**config.mk**
```make
export PLATFORM = sky130hd
export DESIGN_NAME = example_bus_master
export DESIGN_NICKNAME = d
export VERILOG_FILES = /design/src/rtl/example_sv_pkg.sv /design/src/rtl/example_bus_master_shadow.sv /design/src/rtl/example_bus_master.sv
export SDC_FILE = /design/constraint.sdc
export NUM_CORES = 1
export LEC_CHECK = 0
export BUFFER_PORTS_ARGS = -buffer_cell sky130_fd_sc_hd__buf_2
export CORE_MARGIN = 5
export CORE_UTILIZATION = 33
export DETAILED_ROUTE_END_ITERATION = 6
export PLACE_DENSITY = 0.61
export SLEW_MARGIN = 5
export SYNTH_ARGS = -nofsm -noshare
export SYNTH_HDL_FRONTEND = slang
export SYNTH_SLANG_ARGS = --single-unit
```
**constraint.sdc**
```tcl
create_clock -name clk -period 2.55 [get_ports clk]
set_clock_uncertainty 0.2 [all_clocks]
set_input_delay 0.51 -clock clk [delete_from_list [all_inputs] [get_ports clk]]
set_output_delay 0.51 -clock clk [all_outputs]
set_load 0.01 [all_outputs]
```
**src/rtl/example_sv_pkg.sv**
```systemverilog
// Shared types and helpers for the example register bank: addresses, register struct,
// read/write/reset helpers, plus the bus master state type and reset mask.
package example_sv_pkg;

    localparam int unsigned example_data_width = 32;
    localparam int unsigned example_addr_width = 4;
    localparam int unsigned example_num_regs   = 9;

    // Registers 5 and 6 have no reset value in the bank.
    localparam logic [example_num_regs-1:0] example_reset_mask = 9'h19F;

    localparam logic [example_addr_width-1:0] example_reg0_addr = 4'd0;
    localparam logic [example_addr_width-1:0] example_reg1_addr = 4'd1;
    localparam logic [example_addr_width-1:0] example_reg2_addr = 4'd2;
    localparam logic [example_addr_width-1:0] example_reg3_addr = 4'd3;
    localparam logic [example_addr_width-1:0] example_reg4_addr = 4'd4;
    localparam logic [example_addr_width-1:0] example_reg5_addr = 4'd5;
    localparam logic [example_addr_width-1:0] example_reg6_addr = 4'd6;
    localparam logic [example_addr_width-1:0] example_reg7_addr = 4'd7;
    localparam logic [example_addr_width-1:0] example_reg8_addr = 4'd8;

    typedef logic [example_data_width-1:0] example_data_t;
    typedef logic [example_addr_width-1:0] example_addr_t;

    typedef struct packed {
        example_data_t reg8;
        example_data_t reg7;
        example_data_t reg6;
        example_data_t reg5;
        example_data_t reg4;
        example_data_t reg3;
        example_data_t reg2;
        example_data_t reg1;
        example_data_t reg0;
    } example_struct_type;

    typedef enum logic [1:0] {IDLE, REQ, RSP} example_bus_master_state_t;

    function automatic example_struct_type reset_example();
        example_struct_type r;
        r      = '0;
        r.reg1 = 32'd1;
        r.reg4 = 32'd12;
        return r;
    endfunction

    function automatic example_data_t read_example(example_addr_t addr, example_struct_type regs);
        example_data_t d;
        case (addr)
            example_reg0_addr: d = regs.reg0;
            example_reg1_addr: d = regs.reg1;
            example_reg2_addr: d = regs.reg2;
            example_reg3_addr: d = regs.reg3;
            example_reg4_addr: d = regs.reg4;
            example_reg5_addr: d = regs.reg5;
            example_reg6_addr: d = regs.reg6;
            example_reg7_addr: d = regs.reg7;
            example_reg8_addr: d = regs.reg8;
            default:           d = '0;
        endcase
        return d;
    endfunction

    function automatic example_struct_type write_example(example_data_t data, example_addr_t addr,
                                                         example_struct_type regs);
        example_struct_type r;
        r = regs;
        case (addr)
            example_reg0_addr: r.reg0 = data;
            example_reg1_addr: r.reg1 = data;
            example_reg2_addr: r.reg2 = data;
            example_reg3_addr: r.reg3 = data;
            example_reg4_addr: r.reg4 = data;
            example_reg5_addr: r.reg5 = data;
            example_reg6_addr: r.reg6 = data;
            example_reg7_addr: r.reg7 = data;
            example_reg8_addr: r.reg8 = data;
            default:           r = regs;
        endcase
        return r;
    endfunction

endpackage

```
**src/rtl/example_bus_master_shadow.sv**
```systemverilog
// Shadow copy of the register bank, updated from completed bus cycles.
// Only instantiated when EXAMPLE_BUS_MASTER_SHADOW_EN is defined.
module example_shadow_regs
    import example_sv_pkg::*;
(
    input  logic                        clk,
    input  logic                        rst,
    input  logic                        captureEn,
    input  logic                        captureWrite,
    input  example_addr_t               captureAddr,
    input  example_data_t               wdata,
    input  example_data_t               rdata,
    output example_struct_type          shadowRegs,
    output logic [example_num_regs-1:0] shadowValid
);

    // Unreset bank registers start as zero in the mirror and are flagged unknown.
    function automatic example_struct_type shadowResetValue();
        example_struct_type r;
        r      = reset_example();
        r.reg5 = '0;
        r.reg6 = '0;
        return r;
    endfunction

    always_ff @(posedge clk or posedge rst) begin
        if (rst) begin
            shadowRegs  <= shadowResetValue();
            shadowValid <= example_reset_mask;
        end else if (captureEn) begin
            shadowRegs               <= write_example(captureWrite ? wdata : rdata, captureAddr, shadowRegs);
            shadowValid[captureAddr] <= 1'b1;
        end
    end

endmodule

```
**src/rtl/example_bus_master.sv**
```systemverilog
// Single-command bus initiator for the example register bank with timeout and range check.
// Define EXAMPLE_BUS_MASTER_SHADOW_EN to add the shadow_regs/shadow_valid mirror outputs.
module example_bus_master
    import example_sv_pkg::*;
#(
    parameter int unsigned ADDR_W         = 4,
    parameter int unsigned DATA_W         = 32,
    parameter int unsigned TIMEOUT_CYCLES = 16
) (
    input  logic              clk,
    input  logic              rst,
    input  logic              cmd_valid,
    output logic              cmd_ready,
    input  logic              cmd_write,
    input  logic [ADDR_W-1:0] cmd_addr,
    input  logic [DATA_W-1:0] cmd_wdata,
    output logic              bus_req,
    output logic              bus_we,
    output logic [ADDR_W-1:0] bus_addr,
    output logic [DATA_W-1:0] bus_wdata,
    input  logic              bus_ack,
    input  logic [DATA_W-1:0] bus_rdata,
    output logic              rsp_valid,
    input  logic              rsp_ready,
    output logic [DATA_W-1:0] rsp_rdata,
    output logic              rsp_err
`ifdef EXAMPLE_BUS_MASTER_SHADOW_EN
    ,
    output example_struct_type          shadow_regs,
    output logic [example_num_regs-1:0] shadow_valid
`endif
);

    localparam int unsigned CNT_W = (TIMEOUT_CYCLES > 1) ? $clog2(TIMEOUT_CYCLES + 1) : 1;
    localparam logic [ADDR_W-1:0] LAST_ADDR = ADDR_W'(example_num_regs - 1);

    example_bus_master_state_t state, stateNext;
    logic [CNT_W-1:0]  toCount, toCountNext, toCountInc;
    logic              timeoutHit, addrInRange;
    logic              busReqNext, busWeNext, rspValidNext, rspErrNext;
    logic [ADDR_W-1:0] busAddrNext;
    logic [DATA_W-1:0] busWdataNext, rspRdataNext;

    assign addrInRange = (cmd_addr <= LAST_ADDR);
    assign toCountInc  = toCount + CNT_W'(1);
    assign timeoutHit  = (TIMEOUT_CYCLES != 0) && (toCountInc == CNT_W'(TIMEOUT_CYCLES));

    // State register
    always_ff @(posedge clk or posedge rst) begin
        if (rst) state <= IDLE;
        else     state <= stateNext;
    end

    // Next-state logic; ack takes priority over a coincident timeout
    always_comb begin
        stateNext = state;
        case (state)
            IDLE:    if (cmd_valid) stateNext = addrInRange ? REQ : RSP;
            REQ:     if (bus_ack || timeoutHit) stateNext = RSP;
            RSP:     if (rsp_ready) stateNext = IDLE;
            default: stateNext = IDLE;
        endcase
    end

    // Next values for the registered outputs and the timeout counter
    always_comb begin
        busReqNext   = bus_req;
        busWeNext    = bus_we;
        busAddrNext  = bus_addr;
        busWdataNext = bus_wdata;
        rspValidNext = rsp_valid;
        rspRdataNext = rsp_rdata;
        rspErrNext   = rsp_err;
        toCountNext  = toCount;
        case (state)
            IDLE: begin
                if (cmd_valid) begin
                    if (addrInRange) begin
                        busReqNext   = 1'b1;
                        busWeNext    = cmd_write;
                        busAddrNext  = cmd_addr;
                        busWdataNext = cmd_wdata;
                    end else begin
                        rspValidNext = 1'b1;
                        rspErrNext   = 1'b1;
                        rspRdataNext = '0;
                    end
                end
            end
            REQ: begin
                if (bus_ack) begin
                    busReqNext   = 1'b0;
                    rspValidNext = 1'b1;
                    rspErrNext   = 1'b0;
                    rspRdataNext = bus_we ? '0 : bus_rdata;
                    toCountNext  = '0;
                end else if (timeoutHit) begin
                    busReqNext   = 1'b0;
                    rspValidNext = 1'b1;
                    rspErrNext   = 1'b1;
                    rspRdataNext = '0;
                    toCountNext  = '0;
                end else begin
                    toCountNext  = toCountInc;
                end
            end
            RSP: begin
                if (rsp_ready) rspValidNext = 1'b0;
            end
            default: begin
                busReqNext   = 1'b0;
                rspValidNext = 1'b0;
            end
        endcase
    end

    always_ff @(posedge clk or posedge rst) begin
        if (rst) begin
            cmd_ready <= 1'b1;
            bus_req   <= 1'b0;
            bus_we    <= 1'b0;
            bus_addr  <= '0;
            bus_wdata <= '0;
            rsp_valid <= 1'b0;
            rsp_rdata <= '0;
            rsp_err   <= 1'b0;
            toCount   <= '0;
        end else begin
            cmd_ready <= (stateNext == IDLE);
            bus_req   <= busReqNext;
            bus_we    <= busWeNext;
            bus_addr  <= busAddrNext;
            bus_wdata <= busWdataNext;
            rsp_valid <= rspValidNext;
            rsp_rdata <= rspRdataNext;
            rsp_err   <= rspErrNext;
            toCount   <= toCountNext;
        end
    end

`ifdef EXAMPLE_BUS_MASTER_SHADOW_EN
    example_shadow_regs uShadow (
        .clk          (clk),
        .rst          (rst),
        .captureEn    ((state == REQ) && bus_ack),
        .captureWrite (bus_we),
        .captureAddr  (example_addr_t'(bus_addr)),
        .wdata        (example_data_t'(bus_wdata)),
        .rdata        (example_data_t'(bus_rdata)),
        .shadowRegs   (shadow_regs),
        .shadowValid  (shadow_valid)
    );
`endif

endmodule
```
==> results of run 1 <==
## report_power, final
group	total [mW]	switching [mW]	internal (mW)	leakage [nW]
clock network	1.03	0.452	0.577	0.106
registers	2.23	0.387	1.84	1.00
logic	1.94	0.993	0.951	1.04
## synth_stat cells (all sizes together) (2+ instances only)
master,number,area share
o21ai,43,0.063
a22oi,32,0.071
inv,35,0.039
a21oi,3,0.0077
nor2,4,0.0044
o21bai,2,0.0044
nand2,8,0.0088
clkbuf,5,0.0055
dfrtp,79,0.58
nor2b,3,0.0055
mux2,36,0.12
nor3b,3,0.0081
buf,10,0.022
nand2b,2,0.0037
## cell families (layout without fill, tap and decap cells)
| family | after synthesis | count (layout) | share of synthesized area |
|---|---|---|---|
| AO/OA/AOI/OAI | 90 | 90 | 0.172 |
| adder cells (fa/ha/maj) | 1 | 1 | 0.00368 |
| buffers and inverters | 50 | 202 | 0.0659 |
| multiplexers | 36 | 36 | 0.119 |
| flip-flops | 80 | 80 | 0.590 |
| AND/OR/NAND/NOR | 28 | 28 | 0.0490 |
## path summary, 6_finish.rpt
check / slack, ps / from / endpoint / cells past startpoint
max: 620 / state[0] / rsp_rdata[1] / 5
min: 80 / rst / bus_wdata[23] / 3
max reg2reg: 620 / state[0] / rsp_rdata[1] / 5
min reg2reg: 300 / bus_addr[1] / bus_addr[1] / 1
max in group asynchronous: 1710 / rst / cmd_ready / 3
min in group clk: 160 / cmd_valid / cmd_ready / 2
## sequential cells by signal, indices dropped and copies added, names as in the netlist
signal     flops
bus_addr       4
bus_req        1
bus_wdata     32
bus_we         1
cmd_ready      1
rsp_err        1
rsp_rdata     32
rsp_valid      1
state          2
toCount        5
## area by class of cell
type                       count  share of cell area
sequential                    80               0.444
multi-input combinational    155               0.261
timing repair buffer         151               0.178
tap                          136              0.0377
clock buffer                  11              0.0313
inverter                      35              0.0299
clock inverter                 5              0.0177
## cells in the final DEF, fill, tap and decap left out, drive strengths merged, types with 2 or more instances in the layout
master	synthesis	layout
mux2	36	36
o21ai	43	43
nand2	8	8
a21oi	3	3
dfrtp	79	79
nor2b	3	3
o21bai	2	2
nand2b	2	2
inv	35	34
clkbuf	5	11
bufinv	0	2
nor3b	3	3
nor2	4	4
a22oi	32	32
buf	10	151
clkinvlp	0	3
## tightest hold or removal path: cells and delay by family
| family | cells | cell delay [ps] |
|---|---|---|
| buffers and inverters | 3 | 530 |
## layer usage
metal	vias to the layer above	part of all wire
met5	-	0
met4	0	0.022
met3	16	0.064
met2	83	0.48
met1	1276	0.43
li1	1290	-
==> impl_metrics.yaml, run 1 <==
sta:
  tightest_slew_ps: 429
  finalCriticalPeriod_ps: 1930
  slew_viol_final: 0
  whs_ps: 83.9
  timing.slew.headroom: 0.714
  fin_crit_sh: 0.758
  hold_viol_final: 0
  max_clock_freq_mhz: 517
  layout_setup_ws_ps: 616
  rsz0062_at_grt: "false"
  setup_tns_ps: 0
  setup_viol: 0
detailed_routing:
  drc: 0
  routed_wl_um: 8220
  vias: 2665
  routedWlPerCell_um: 14.3
  drtIter0Drc: 125
  viasPerCell: 4.65
  drtPass1Iterations: 4
  final_antenna_net_count: 0
finish:
  finish.utilization: 0.443
  syn2layout_area_growth_pct: 32.9
  layout.nets: 507
  multiInputGateArea_um2: 1180
  design_area_um2: 4520
  finalNonFillerCells: 573
  fill_cells: 1000
  antenna_cells: 0
  final-seq-area_um2: 2000
  drive_gt1_frac: 0.478
setup_path:
  endpoint_kind: "flip-flop"
  crit_family: "flip-flops"
  arrival_ps: 1980
  path_class: "reg -> reg"
  cp_max_fo: 32
  crit_required_ps: 2600
  path_cells: "nand2b_1 -> nor3b_4 -> buf_4 -> a22oi_1 -> o21ai_0"
  crit_buf_inv: 1
  cp-start-kind: "flip-flop"
  slowest_stage: "dfrtp_1"
  max_stage_delay_ps: 530
grt:
  use_met2: 0.214
  first_global_vias: 2761
  use_met1: 0.165
  grt_max_degree: 81
  top_usage_layer: "met2"
  grt_pass1_wl_um: 13500
  antenna_found_initial: 0
  grtUsageMet3: 0.0467
  grtUsageTotal: 0.133
  grt_overflow_total: 0
clock_network:
  clk_latency_ps: 340
  post_cts_buffers: 0
  cts_buffer_depth: 2
  root_buffer: "clkbuf_8"
  cts_tree: "built"
  cts.repair.resized: 0
  cts_hold_buf: 0
  cts_sinks: 80
  cts_max_level: 3
  clk_pin_slew_ps: 90
  cts_buffers: 9
die:
  dieArea_um2: 12400
  core_um2: 10200
  start_util: 0.334
  rows: 37
  num_io_pins: 147
  fp.dieH_um: 111
  die_x_um: 111
run_status:
  outcome: "finished clean"
synthesis:
  synth_cell_type_count: 39
  async_flop_share: 1.00
  synth_edf_count: 0
  synth_top_flop_cell: "dfrtp_1"
  syn_area_per_cell_um2: 11.9
  ys_seq_elements: 80
  syn_area_um2: 3400
  ys_seq_area_frac: 0.590
  netlist_instances: 285
  yosysWarnings: 0
  synth_fp_nets: 360
placement:
  dp_cells: 557
  place_ws_ps: 366
  dp_hpwl_um: 5910
  place_congestion: 0.702
  io_buffers: 146
  placed_area_um2: 4290
worst_hold_path:
  hold_path.class: "in -> async"
power:
  finalPower_mw: 5.20
  vdd_drop_max_uv: 519
  powerDensity_nw_per_um2: 1150
  p_leak_nw: 2.15
flow_run:
  cap_violations: 0
No activity file was read; power rests on OpenSTA's default activity.
==> run 2, diff against run 1 <==
==> constraint.sdc (replaced) <==
create_clock -name clk -period 1.6 [get_ports clk]
set_clock_uncertainty 0.2 [all_clocks]
set_input_delay 0.32 -clock clk [delete_from_list [all_inputs] [get_ports clk]]
set_output_delay 0.32 -clock clk [all_outputs]
set_load 0.01 [all_outputs]
==> run 2 against run 1 <==
Compared with the run above:
- the flow now finishes with violations (setup timing)
- critical path depth up 2
- hold slack worse by 79 ps
- register-to-register slack got worse by 760 ps
- setup slack worse by 760 ps
- fmax is 11% higher
- first-iteration DRC count increased by 16%
- via count grew 17%
- final cell count is 14% higher
- combinational power increased by 130%
- largest cell class unchanged
==> impl_metrics.yaml, run 2 (synthesis results as in run 1) <==
die:
  die_x_um: 111
  rows: 37
  dieArea_um2: 12400
  fp.dieH_um: 111
  start_util: 0.334
  core_um2: 10200
  num_io_pins: 147
run_status:
  violations: "setup timing"
  outcome: "finished, violations left"
clock_network:
  root_buffer: "clkbuf_8"
  clk_pin_slew_ps: 90
  clk_latency_ps: 350
  cts_buffers: 9
  cts_tree: "built"
  cts_max_level: 3
  cts_sinks: 80
  cts_buffer_depth: 2
finish:
  finish.utilization: 0.554
  finalNonFillerCells: 653
  layout_common_cells: "buf_2 (146), dfrtp_1 (78), dlygate4sd3_1 (46)"
  syn2layout_area_growth_pct: 66.2
  design_area_um2: 5650
  final_common_cell: "buf_2"
  reg_top3: "bus_wdata x32, rsp_rdata x32, toCount x5"
  fill_cells: 858
  layout.nets: 587
  drive_gt1_frac: 0.537
placement:
  placed_area_um2: 4420
  io_buffers: 146
  dp_hpwl_um: 6110
  place_congestion: 0.725
  place_ws_ps: -344
  dp_cells: 571
detailed_routing:
  viasPerCell: 4.78
  vias: 3119
  drtIter0Drc: 145
  drc: 0
  routed_wl_um: 10700
  routedWlPerCell_um: 16.4
  final_antenna_net_count: 0
  drtPass1Iterations: 4
sta:
  layout_setup_ws_ps: -146
  fin_crit_sh: 1.09
  slew_viol_final: 0
  rsz0062_at_grt: "true"
  whs_ps: 5.33
  timing.slew.headroom: 0.723
  hold_viol_final: 0
  setup_viol: 68
  max_clock_freq_mhz: 573
  tightest_slew_ps: 416
  setup_tns_ps: -7630
  finalCriticalPeriod_ps: 1750
setup_path:
  cp_max_fo: 8
  endpoint_kind: "flip-flop"
  cp-start-kind: "flip-flop"
  arrival_ps: 1820
  path_class: "reg -> reg"
  crit_required_ps: 1670
grt:
  first_global_vias: 3098
  grt_pass1_wl_um: 15100
  grt_max_degree: 48
  antenna_found_initial: 1
  grt_overflow_total: 0
  grtUsageTotal: 0.146
power:
  switching_share: 0.360
  power_frac_seq: 0.377
  power_frac_comb: 0.467
  finalPower_mw: 9.54
  p_sw_mw: 3.43
  vdd_drop_max_uv: 860
  p_int_mw: 6.11
  powerDensity_nw_per_um2: 1690
  p_leak_nw: 2.66
  power_frac_clock: 0.156
flow_run:
  cap_violations: 0
worst_hold_path:
  hold_path.class: "in -> reg"
-- run 2: repair_timing --
action | 4_1_cts | 5_1_grt
hold endpoints to repair | 124 | 0
setup buffers | 0 | 11
setup endpoints to repair | 65 | 75
cloned | 0 | 9
hold buffers | 46 | 0
resized for setup | 1 | 82
pin swaps | 0 | 25
-- run 2: metal layers --
metal  GRT usage  vias to the layer above  wire length, µm
li1            -                     1461                -
met1       0.178                     1528             4310
met2       0.240                      117             5520
met3      0.0527                       13              780
met4      0.0462                        0              129
met5           0                        -                0
-- run 2: worst max-delay path: stages, from the launching register on --
cell and delay, ps:
dfrtp_1 410, buf_6 140, and2b_2 220, a41oi_4 210, buf_12 160, clkbuf_16 160, a22oi_2 70, o21ai_1 90
-- run 2: final timing paths --
check                               from       endpoint  slack [ps]  depth (start not counted)
setup / recovery                state[0]  rsp_rdata[26]        -150                          7
hold / removal             bus_rdata[20]  rsp_rdata[20]           5                          3
setup reg to reg                state[0]  rsp_rdata[26]        -150                          7
hold reg to reg              bus_addr[3]    bus_addr[3]         290                          1
max in group asynchronous            rst   rsp_rdata[3]         420                          4
min in group asynchronous            rst  bus_wdata[30]         400                          4
-- run 2: power groups by stage --
stage / Clock (mW) / Combinational, mW / Sequential [mW]
after CTS: 1.54 / 3.47 / 3.52
after global placement: 0 / 3.33 / 3.50
after global routing: 1.62 / 4.81 / 3.72
final: 1.49 / 4.46 / 3.60
after detailed placement: 0 / 3.38 / 3.53
after floorplan: 0 / 1.48 / 3.91
-- run 2: cell type report --
| type | count | area (µm²) | area share |
|---|---|---|---|
| multi-input cells | 155 | 1440 | 0.255 |
| diodes | 1 | 2.50 | 0.000443 |
| well taps | 136 | 170 | 0.0301 |
| inverters | 35 | 135 | 0.0239 |
| flip-flops and latches | 80 | 2000 | 0.355 |
| clock buffers | 10 | 138 | 0.0244 |
| repair buffers | 231 | 1700 | 0.301 |
| clock inverters | 5 | 57.6 | 0.0102 |
